File: src/rtl/counter_pkg.sv
// Shared types and constants for the synchronous down-counter.
// Holds the three-state FSM encoding and the legal WIDTH bounds.
package counter_pkg;

  typedef enum logic [1:0] {
    ST_IDLE = 2'd0,
    ST_RUN  = 2'd1,
    ST_DONE = 2'd2
  } state_e;

  localparam int WIDTH_MIN = 2;
  localparam int WIDTH_MAX = 16;

endpackage

File: src/rtl/counter_reload_reg.sv
// Reload register for the down-counter.
// It captures the start value on every load, so a reload always restarts from the last loaded value.
module counter_reload_reg import counter_pkg::*; #(
  parameter int WIDTH = 4
) (
  input  logic             clk_i,
  input  logic             rst_ni,
  input  logic             capture_i,
  input  logic [WIDTH-1:0] value_i,
  output logic [WIDTH-1:0] value_o
);

  logic [WIDTH-1:0] value_q;

  // Reload value storage, synchronous active-low reset
  always_ff @(posedge clk_i) begin
    if (!rst_ni) begin
      value_q <= '0;
    end else if (capture_i) begin
      value_q <= value_i;
    end else begin
      value_q <= value_q;
    end
  end

  assign value_o = value_q;

endmodule

File: src/rtl/counter_sync_down.sv
// Loadable synchronous down-counter with IDLE/RUN/DONE control, optional auto-reload
// and a registered one-cycle terminal-count pulse.
module counter_sync_down import counter_pkg::*; #(
  parameter int WIDTH = 4
) (
  input  logic             clock,
  input  logic             reset,
  input  logic             load,
  input  logic [WIDTH-1:0] load_val,
  input  logic             enable,
  input  logic             auto_reload,
  output logic [WIDTH-1:0] out,
  output logic             tc_pulse,
  output logic             busy,
  output logic             done
);

  state_e           state_q, state_d;
  logic [WIDTH-1:0] out_q, out_d;
  logic             tc_q, tc_d;
  logic [WIDTH-1:0] reload_q;

  counter_reload_reg #(.WIDTH(WIDTH)) u_reload (
    .clk_i     (clock),
    .rst_ni    (reset),
    .capture_i (load),
    .value_i   (load_val),
    .value_o   (reload_q)
  );

  // State, count and terminal pulse registers
  always_ff @(posedge clock) begin
    if (!reset) begin
      state_q <= ST_IDLE;
      out_q   <= '0;
      tc_q    <= 1'b0;
    end else begin
      state_q <= state_d;
      out_q   <= out_d;
      tc_q    <= tc_d;
    end
  end

  // Next-state logic: load beats any terminal event, so a colliding load never pulses
  always_comb begin
    state_d = state_q;
    out_d   = out_q;
    tc_d    = 1'b0;
    if (load) begin
      out_d   = load_val;
      state_d = (load_val != '0) ? ST_RUN : ST_IDLE;
    end else begin
      case (state_q)
        ST_RUN: begin
          if (enable) begin
            if (out_q == WIDTH'(1)) begin
              tc_d = 1'b1;
              if (auto_reload) begin
                out_d = reload_q;
              end else begin
                out_d   = '0;
                state_d = ST_DONE;
              end
            end else begin
              out_d = out_q - WIDTH'(1);
            end
          end else begin
            out_d = out_q;
          end
        end
        ST_IDLE, ST_DONE: begin
          state_d = state_q;
        end
        default: begin
          state_d = ST_IDLE;
          out_d   = '0;
        end
      endcase
    end
  end

  // Status outputs decoded from the state register
  always_comb begin
    busy = (state_q == ST_RUN);
    done = (state_q == ST_DONE);
  end

  assign out      = out_q;
  assign tc_pulse = tc_q;

endmodule
File: config.mk
export PLATFORM = sky130hd
export DESIGN_NAME = counter_sync_down
export DESIGN_NICKNAME = d
export VERILOG_FILES = /design/src/rtl/counter_pkg.sv /design/src/rtl/counter_reload_reg.sv /design/src/rtl/counter_sync_down.sv
export SDC_FILE = /design/constraint.sdc
export NUM_CORES = 1
export LEC_CHECK = 0
export BUFFER_PORTS_ARGS = -buffer_cell sky130_fd_sc_hd__buf_2
export CAP_MARGIN = 25
export CORE_MARGIN = 2
export CORE_UTILIZATION = 30
export CTS_BUF_LIST = sky130_fd_sc_hd__clkbuf_2 sky130_fd_sc_hd__clkbuf_4 sky130_fd_sc_hd__clkbuf_8
export CTS_CLUSTER_SIZE = 30
export DETAILED_ROUTE_END_ITERATION = 7
export GPL_ROUTABILITY_DRIVEN = 0
export PLACE_DENSITY = 0.54
export SYNTH_ARGS = -nofsm -noshare
export SYNTH_HDL_FRONTEND = slang
export SYNTH_SLANG_ARGS = --single-unit
export TNS_END_PERCENT = 30
File: constraint.sdc
create_clock -name clock -period 4.7 [get_ports clock]
set_clock_uncertainty 0.2 [all_clocks]
set_input_delay 0.47 -clock clock [delete_from_list [all_inputs] [get_ports clock]]
set_output_delay 0.47 -clock clock [all_outputs]
set_load 0.02 [all_outputs]
# --- Yosys cells after proc, flatten, opt, wreduce, memory -nomap -nowiden ---
# Cells that the tools add are included.
totals:
  regBits: 11
  wordCells: 33
op_classes:
  n_addsub: 1
  n_eq_ne: 7
  n_mux: 12
  bitwise: 3
  reduce_logical: 6
op_table:
  columns: ["op", "count"]
  rows:
  - ["two-way mux 4 bit", 4]
  - ["two-way mux 2 bit", 4]
  - ["case mux 4 bit (2 select lines)", 1]
  - ["inequality test 3 bit, second input constant", 2]
  - ["equality test 4 x 1 -> 1 bit, second input constant", 1]
  - ["case mux 2 bit (2 select lines)", 1]
  - ["AND reduction 4 bit", 1]
  - ["nonzero test 4 bit", 1]
  - ["OR reduction 4 bit", 1]
  - ["subtractor 4 x 1 -> 4 bit, second input constant", 1]
  - ["inequality test 3 x 2 -> 1 bit, second input constant", 1]
  - ["NOT 1 bit", 3]
  - ["equality test 2 x 1 -> 1 bit, second input constant", 1]
  - ["equality test 2 bit, second input constant", 1]
  - ["logical NOT 2 bit", 1]
  - ["two-way mux 1 bit", 2]
  - ["inequality test 2 bit, second input constant", 1]
  - ["AND reduction 2 bit", 1]
  - ["OR reduction 2 bit", 1]

# --- Longest topological paths before layout ---
# Gate-level depths: netlist of the first run.
depth:
  depth_word: 5
  depth_mapped: 6
  ltp_nobuf: 5

# --- Cells and area by module ---
# Synthesis of the first run repeated with hierarchy kept, for this count alone.
hier_totals:
  cells_unflattened: 68
  hier_area_um2: 638.1
by_module_without_submodules:
  columns: ["mod", "instances", "cells_each", "area_per_inst_um2", "seq_area_each_um2"]
  rows:
  - ["counter_sync_down", 1, 55, 481.7, 140.1]
  - ["counter_reload_reg", 1, 13, 156.4, 80.1]

# --- Worst setup path before layout of the first run ---
# Ideal clock, no wire load.
synth_path:
  kind: "register to register"
  from: "reg out_q[0], in the netlist out[0]"
  to: "reg state_q[0]"
  setup_time_ps: 122
  arrival_ps: 1647
  path_slack_ps: 2731
  stages_incl_launch_ff: 6
  n_path_buf: 1
  period_less_slack_ps: 1969
  cell_sequence: "dfxtp_1 ha_1 or3b_1 buf_6 o21a_1 o311a_1"
synth_via:
  elab_chain_cells: 3
synth_rtl:
  columns: ["item", "line_no", "source"]
  rows:
  - ["start, declared", "counter_sync_down.sv:19", "logic [WIDTH-1:0] out_q, out_d;"]
  - ["start signal, assigned", "counter_sync_down.sv:39", "out_q <= out_d;"]
  - ["equality test 4 x 1 -> 1 bit", "counter_sync_down.sv:56", "if (out_q == WIDTH'(1)) begin"]
  - ["inequality test 3 x 2 -> 1 bit (no source line)", null, null]
  - ["AND reduction 4 bit (no source line)", null, null]
  - ["end signal, assigned", "counter_sync_down.sv:38", "state_q <= state_d;"]
  - ["end, declared", "counter_sync_down.sv:18", "state_e state_q, state_d;"]
# Every way passes these cells.
# A chain may end at the register's enable or synchronous reset.

# --- Final worst setup path of the first run ---
# Ends and elaborated chain as after synthesis.

==> metrics.txt, run 1 <==
instance count of the mapped netlist=67; outcome=finished clean; area of the multi-input gates=~370 um^2; Placed Instance Area=712 um^2; initial detailed-routing violation count=8; Unique masters post-synth=33; final-stage net count=95; Largest delay share family, worst path=simple AND/OR/NAND/NOR gates; Hold-fix buffers, CTS=0; most used standard cell by instance count after synthesis=sky130_fd_sc_hd__dfxtp_1; sinks on the clock net=11; horizontal extent of the die=approximately 50 um; Synth Warn #=0; Tmin final=approximately 2.0 ns; pin count of the biggest net entering global routing=13; worst stage delay on the critical path=between 0.4 and 0.5 ns; CTS HTree Levels=1; Core Footprint=about 2000 um^2; slowest cell on the critical path=sky130_fd_sc_hd__or3b_1; final setup fails=0; setup repair after global routing missed its margin=no; nets in the synthesized netlist=78; first-pass GRT wire length=around 2.3 mm; most numerous cell types in the synthesized netlist=11 x sky130_fd_sc_hd__dfxtp_1, 6 x sky130_fd_sc_hd__nand3_1, 6 x sky130_fd_sc_hd__nor2b_1; ratio of total power to cell area=292 nW/um^2; nature of the critical path endpoint=flop; arrival time of the worst setup path=~1.9 ns; detailed-route wire length per cell=roughly 12 um; final worst path period share=between 40% and 50%; first drt pass iteration count=4; WL final=1.33 mm; synthesis-stage register bit count=11; main flop type after synthesis=sky130_fd_sc_hd__dfxtp_1; slew of the pin with the lowest slew margin=a little under 0.5 ns; clock buffers created by TritonCTS=3; via count of the routed design=about 530; total DRC errors in the routed layout=0; overflow left after global routing=0; number of antenna violations at the first check in global routing=0; Async SR Flop Fraction=0%; buffer and inverter count on the worst path=0; type of the most critical hold path=input pin to flop; die area=2460 um^2; number of global-route vias before repair=505; Yosys top cell area share=a little over a third; cell count after placement=106; Mapped Avg Cell Area=9.30 um^2; Syn-to-layout area delta=19.1%; peak supply drop=0.146 mV; number of I/O port buffers=15; CTS tree=built; Crit Path Max Fanout=7; setup tns final=0 ns; Layout Cell Area excl Fill=742 um^2; layout cells sized above 1=between 20% and 30%; hold violation count in the final report=0; leakage power figure=~0.33 nW; critical setup path kind=flop to flop; total area of sequential cells=between 200 and 250 um^2; number of gates resized after cts=0; global-route usage over all layers=about an eighth; number of buffers on the longest clock path=2; Max Freq=around 510 MHz; total chip power=about 0.22 mW; required time of the worst setup path=between 4 and 5 ns; Max transition margin=67.2%; mean number of vias per cell=about 4.8; starting density of the core=a little under a third; Clock Pin Slew Worst Setup and Hold Paths=roughly 0.07 ns; worst setup slack after layout=2.74 ns; sequential-to-total area share from yosys stat=between 30% and 40%; worst setup slack for register-to-register paths=approximately 2.7 ns; number of primary I/O pins=16; filler-free cell count of the finished design=110; cell type with the highest aggregate area in the netlist=sky130_fd_sc_hd__dfxtp_1; root buf cell=sky130_fd_sc_hd__clkbuf_4; leading cell types by total area after synthesis=sky130_fd_sc_hd__dfxtp_1 35%, sky130_fd_sc_hd__mux2i_1 6.4%, sky130_fd_sc_hd__nor2b_1 6.0%; launching element type of the critical path=flop; FP Rows=16; buffers inserted by post-CTS timing repair=0; cell-by-cell trace of the critical path=ha_1 -> or3b_1 -> o21a_1 -> o311a_1; antenna cell count=0; EDFF count, synth=0; DP HPWL=1.02 mm; Final Max Tran Viols=0; setup slack at placement=~2.8 ns; worst skew pair latency=around 0.27 ns; Die Y=between 40 and 50 um; Post-DRT Antenna Nets=0; number of inserted filler cells in the final layout=about 230; Post-Syn Area=623 um^2; total of max-cap violations=0
## metal layers
metal | global-route usage (%) | up-vias | share of wire (%)
met5 | 0 | - | 0
met4 | 2.78 | 0 | 0
met3 | 5.45 | 0 | 6.4
met2 | 20.7 | 17 | 46
met1 | 14.9 | 235 | 47
li1 | - | 279 | -
## path summary, 6_finish.rpt
path	depth (start not counted)	startpoint	endpoint
min	3	load_val[0]	u_reload.value_o[0]
min reg2reg	2	u_reload.value_o[3]	u_reload.value_o[3]
max reg2reg	4	out[0]	state_q[0]
max	4	out[0]	state_q[0]
## flip-flops by register name (all words and copies together), names as in the netlist
register / cells
u_reload.value_o: 4
tc_pulse: 1
state_q: 2
out: 4
## cells by family after synthesis
family          Yosys count  share of synthesized area, %
simple gates             24                          23.5
fa+ha+maj                 2                          4.02
compound gates           17                          20.3
buf+inv                   7                          5.62
flops                    11                          35.3
mux                       6                          11.2
## layout make-up
class	count	share of cell area [%]
clock buffers	4	4.05
inverters	4	2.02
flip-flops and latches	11	29.7
well taps	27	4.55
repair buffers	15	10.1
multi-input cells	49	49.6
## worst min-delay path: cells and delay by family
kind / cells / cell delay (ns)
multiplexers: 1 / 0.06
AND/OR/NAND/NOR: 1 / 0.10
buffers and inverters: 1 / 0.10
## layout by cell type (no fill, tap or decap), types with 2 or more instances in the layout
| cell type | instances |
|---|---|
| sky130_fd_sc_hd__nand2_1 | 2 |
| sky130_fd_sc_hd__o211ai_2 | 2 |
| sky130_fd_sc_hd__dfxtp_1 | 11 |
| sky130_fd_sc_hd__a21oi_1 | 3 |
| sky130_fd_sc_hd__mux2_4 | 2 |
| sky130_fd_sc_hd__inv_1 | 4 |
| sky130_fd_sc_hd__clkbuf_4 | 4 |
| sky130_fd_sc_hd__o21ai_0 | 2 |
| sky130_fd_sc_hd__ha_1 | 2 |
| sky130_fd_sc_hd__o21a_1 | 2 |
| sky130_fd_sc_hd__nand3_1 | 6 |
| sky130_fd_sc_hd__mux2i_1 | 4 |
| sky130_fd_sc_hd__nor2b_1 | 6 |
| sky130_fd_sc_hd__buf_2 | 15 |
## where the power goes
part | switching [mW] | internal [mW]
combinational | 0.0227 | 0.0201
clock | 0.0312 | 0.0386
sequential | 0.00561 | 0.0986
## metrics by stage
step	hold WS (ns)	utilization, %
2_1_floorplan	0.274	-
3_3_place_gp	0.299	36.3
3_5_place_dp	0.310	36.3
4_1_cts	0.287	37.8
5_1_grt	0.307	37.8
6_report	0.298	37.8
No activity file was read; power rests on OpenSTA's default activity.
==> inputs of run 2 (changes only) <==
clock period = 2 ns   (was 4.7 ns; I/O delays follow)
==> metrics.txt, run 2 (same netlist as run 1, synthesis figures left out) <==
nature of the critical path endpoint=flop; Max transition margin=66.9%; Die Y=49.6 um; peak supply drop=between 0.3 and 0.4 mV; Largest delay share family, worst path=compound AO/OA/AOI/OAI gates; via count of the routed design=~540; first drt pass iteration count=4; number of gates resized after cts=0; CTS HTree Levels=1; total of max-cap violations=0; ratio of total power to cell area=approximately 700 nW/um^2; initial detailed-routing violation count=13; WL final=between 1 and 1.5 mm; arrival time of the worst setup path=approximately 1.8 ns; root buf cell=sky130_fd_sc_hd__clkbuf_4; Crit Path Max Fanout=6; Post-DRT Antenna Nets=0; number of buffers on the longest clock path=2; required time of the worst setup path=~2.0 ns; mean number of vias per cell=4.85; Hold-fix buffers, CTS=0; pin count of the biggest net entering global routing=13; slew of the pin with the lowest slew margin=0.491 ns; number of global-route vias before repair=between 400 and 500; worst setup slack after layout=0.169 ns; clock buffers created by TritonCTS=3; Final Max Tran Viols=0; horizontal extent of the die=a little under 50 um; overflow left after global routing=0; leakage power figure=0.337 nW; final worst path period share=approximately 92%; layout cells sized above 1=between 20% and 30%; first-pass GRT wire length=2.15 mm; number of primary I/O pins=16; buffer and inverter count on the worst path=1; sinks on the clock net=11; number of antenna violations at the first check in global routing=0; setup repair after global routing missed its margin=no; setup tns final=0 ns; Tmin final=about 1.8 ns; Syn-to-layout area delta=20.7%; cell-by-cell trace of the critical path=inv_1 -> ha_1 -> or3b_4 -> o21a_1 -> o311a_1; critical setup path kind=flop to flop; filler-free cell count of the finished design=roughly 110; most congested layer reported by global routing=met2; global-route usage over all layers=12.0%; GR Util met1=roughly 15%; Max Freq=546 MHz; number of inserted filler cells in the final layout=around 220; slowest cell on the critical path=sky130_fd_sc_hd__or3b_4; die area=roughly 2500 um^2; worst skew pair latency=0.27 ns; setup slack at placement=between 0.1 and 0.15 ns; Core Footprint=slightly below 2000 um^2; starting density of the core=around a third; global-route met2 utilization=between 15 and 20%; highest-count cells in the layout ignoring fill and taps=15 x sky130_fd_sc_hd__buf_2, 11 x sky130_fd_sc_hd__dfxtp_1, 6 x sky130_fd_sc_hd__nor2b_1, 6 x sky130_fd_sc_hd__nand3_1; launching element type of the critical path=flop; total chip power=just over 0.5 mW; antenna cell count=0; buffers inserted by post-CTS timing repair=0; Clock Pin Slew Worst Setup and Hold Paths=0.07 ns; FP Rows=16; final-stage net count=96; most common cell after layout, fill and taps aside=sky130_fd_sc_hd__buf_2; routing usage on met3=approximately 5.8%; final setup fails=0; number of I/O port buffers=15; worst stage delay on the critical path=0.44 ns; cell count after placement=approximately 110; CTS tree=built; hold violation count in the final report=0; detailed-route wire length per cell=around 12 um; DP HPWL=996 um; total DRC errors in the routed layout=0; type of the most critical hold path=input pin to flop; outcome=finished clean
[run 2: changes by cell type in the layout (fill, tap and decap cells not counted), sizes merged]
cell / previous run / this run
buf: 15 / 16
[run 2: through the flow]
step,utilization (%),hold WS [ns],instance area [um^2]
3_5_place_dp,36.7,0.299,719
6_report,38.3,0.0131,752
3_3_place_gp,36.7,0.294,719
4_1_cts,38.2,0.00591,749
5_1_grt,38.3,0.0212,752
2_1_floorplan,-,0.140,623
[run 2: report_power, final]
group / total [mW] / switching (mW) / internal, mW
Combinational: 0.105 / 0.0551 / 0.0504
Sequential: 0.243 / 0.0111 / 0.232
Clock: 0.169 / 0.0782 / 0.0909
[run 2: final timing paths]
path                             from             endpoint  slack [ns]  cells past startpoint
hold / removal            load_val[3]  u_reload.value_o[3]        0.01                      3
setup / recovery               out[1]           state_q[0]        0.17                      5
hold reg to reg   u_reload.value_o[3]  u_reload.value_o[3]        0.32                      2
setup reg to reg               out[1]           state_q[0]        0.17                      5
[run 2: worst register-to-register path, stage by stage, from the launching register on]
cell and delay (ns):
sky130_fd_sc_hd__dfxtp_1 0.34, sky130_fd_sc_hd__inv_1 0.08, sky130_fd_sc_hd__ha_1 0.20, sky130_fd_sc_hd__or3b_4 0.45
sky130_fd_sc_hd__o21a_1 0.18, sky130_fd_sc_hd__o311a_1 0.27
[run 2: cell type report]
cell class	instances	area, um^2	area share, %
Clock buffer	4	30.0	3.99
Inverter	4	15.0	2.00
Multi-Input combinational cell	49	370	49.3
Sequential cell	11	220	29.3
Tap cell	27	33.8	4.49
Timing Repair Buffer	16	82.6	11.0
[run 2: per-layer routing]
layer | up-vias | wire length, um | share of wire, %
met1 | 243 | 603 | 46
met2 | 12 | 589 | 45
met4 | 0 | 34 | 2.6
met3 | 5 | 74 | 5.7
met5 | - | 0 | 0
li1 | 278 | - | -
==> inputs of run 3 (changes only) <==
CTS_BUF_LIST = sky130_fd_sc_hd__clkbuf_16   (was sky130_fd_sc_hd__clkbuf_2 sky130_fd_sc_hd__clkbuf_4 sky130_fd_sc_hd__clkbuf_8)
clock period = 2.07 ns   (was 2 ns; I/O delays follow)
==> metrics.txt, run 3 (same netlist as run 1, synthesis figures left out) <==
outcome=finished clean; via count of the routed design=approximately 530; overflow left after global routing=0; setup repair after global routing missed its margin=no; Crit Reg-Reg Endpoint=state_q[0]; setup tns final=0 ns; final-stage net count=between 90 and 100; number of global-route vias before repair=approximately 500; starting density of the core=a little under a third; highest-count cells in the layout ignoring fill and taps=15 x sky130_fd_sc_hd__buf_2, 11 x sky130_fd_sc_hd__dfxtp_1, 6 x sky130_fd_sc_hd__nor2b_1, 6 x sky130_fd_sc_hd__nand3_1, 5 x sky130_fd_sc_hd__inv_1; nature of the critical path endpoint=flop; final worst path period share=94.0%; sinks on the clock net=11; peak supply drop=around 0.67 mV; leakage power figure=~0.35 nW; FP Rows=16; pin count of the biggest net entering global routing=13; hold violation count in the final report=0; mean number of vias per cell=4.85; initial detailed-routing violation count=5; antenna cell count=0; number of buffers on the longest clock path=2; detailed-route wire length per cell=approximately 12 um; CTS HTree Levels=1; final setup fails=0; internal power of the cells=~0.52 mW; first drt pass iteration count=4; worst skew pair latency=around 0.24 ns; number of I/O port buffers=15; Post-DRT Antenna Nets=0; Hold-fix buffers, CTS=0; WL final=about 1.3 mm; switching portion of total power=between 20% and 30%; share of total power in sequential cells=around a third; first-pass GRT wire length=~2.2 mm; worst setup slack for register-to-register paths=between 0.1 and 0.15 ns; buffers inserted by post-CTS timing repair=0; critical register-to-register path startpoint=out[0]; Syn-to-layout area delta=26.9%; number of primary I/O pins=16; minimum hold slack=slightly above 0.07 ns; layout cells sized above 1=26.5%; total DRC errors in the routed layout=0; number of gates resized after cts=0; share of power burned in combinational logic=around 14%; type of the most critical hold path=input pin to flop; Crit Path Max Fanout=7; DP HPWL=around 1.1 mm; critical setup path kind=flop to flop; root buf cell=sky130_fd_sc_hd__clkbuf_16; Max transition margin=roughly 67%; critical hold path startpoint=load_val[3]; number of inserted filler cells in the final layout=roughly 230; Core Footprint=1960 um^2; launching element type of the critical path=flop; ratio of total power to cell area=859 nW/um^2; horizontal extent of the die=49.6 um; Max Freq=a little over 500 MHz; worst setup path startpoint=out[0]; most common cell after layout, fill and taps aside=sky130_fd_sc_hd__buf_2; Tmin final=slightly below 2 ns; CTS tree=built; cell depth of the worst flop-to-flop path=4; required time of the worst setup path=1.99 ns; clock buffers created by TritonCTS=3; capture point of the critical path=state_q[0]; number of antenna violations at the first check in global routing=0; arrival time of the worst setup path=1.87 ns; die area=roughly 2500 um^2; Clock Pin Slew Worst Setup and Hold Paths=0.04 ns; Die Y=slightly below 50 um; Final Max Tran Viols=0; Clk pwr share=between 50% and 60%; switching power of the nets=between 0.15 and 0.2 mW; slew of the pin with the lowest slew margin=between 0.4 and 0.5 ns; total of max-cap violations=0; global-route usage over all layers=between 10% and 20%
==> run 3: cell count changes in the layout (fill, tap and decap cells not counted) <==
cell and delta:
sky130_fd_sc_hd__clkbuf_4 -4, sky130_fd_sc_hd__or3b_1 +1, sky130_fd_sc_hd__or3b_4 -1, sky130_fd_sc_hd__inv_1 +1
sky130_fd_sc_hd__clkbuf_16 +3, sky130_fd_sc_hd__buf_4 -1
==> run 3: how the worst min path moves through the flow <==
stage,endpoint,slack [ns],cells past startpoint
3_3_place_gp,u_reload.value_o[3],0.30,2
2_1_floorplan,out[2],0.15,2
4_1_cts,u_reload.value_o[3],0.07,3
5_1_grt,u_reload.value_o[0],0.09,3
3_5_place_dp,u_reload.value_o[3],0.31,3
6_report,u_reload.value_o[3],0.07,3
==> run 3: critical path: stages (launching register included) <==
cell and delay [ns]:
sky130_fd_sc_hd__dfxtp_1 0.42, sky130_fd_sc_hd__ha_1 0.23, sky130_fd_sc_hd__or3b_1 0.49, sky130_fd_sc_hd__o21a_1 0.21, sky130_fd_sc_hd__o311a_1 0.27
==> run 3: power groups by stage <==
stage | registers, mW | clock network [mW] | logic (mW)
finish | 0.238 | 0.345 | 0.0967
global route | 0.240 | 0.358 | 0.108
CTS | 0.238 | 0.351 | 0.0977
detailed placement | 0.241 | 0 | 0.0976
global placement | 0.241 | 0 | 0.0970
floorplan | 0.245 | 0 | 0.0650
==> run 3: per-stage QoR <==
stage	total power, mW	util, %	setup slack, ns	cell area, um^2	instances
finish	0.679	40.3	0.124	791	110
global route	0.706	40.3	0.0209	791	110
CTS	0.686	40.3	0.124	791	110
detailed placement	0.339	36.3	0.121	712	106
global placement	0.338	36.3	0.174	712	106
floorplan	0.310	-	0.101	623	67
==> run 3: metal layers <==
metal	part of all wire, %	vias up	global-route usage, %
met4	0	0	2.78
met2	48	13	20.9
met3	5.2	0	5.45
met5	0	-	0
met1	46	242	13.8
li1	-	279	-
==> run 3: area by class of cell <==
cell class | count | area, um^2 | area share, %
Timing Repair Buffer | 15 | 75.1 | 9.49
Clock buffer | 3 | 75.1 | 9.49
Multi-Input combinational cell | 49 | 368 | 46.5
Sequential cell | 11 | 220 | 27.8
Tap cell | 27 | 33.8 | 4.27
Clock inverter | 1 | 3.75 | 0.475
Inverter | 4 | 15.0 | 1.90
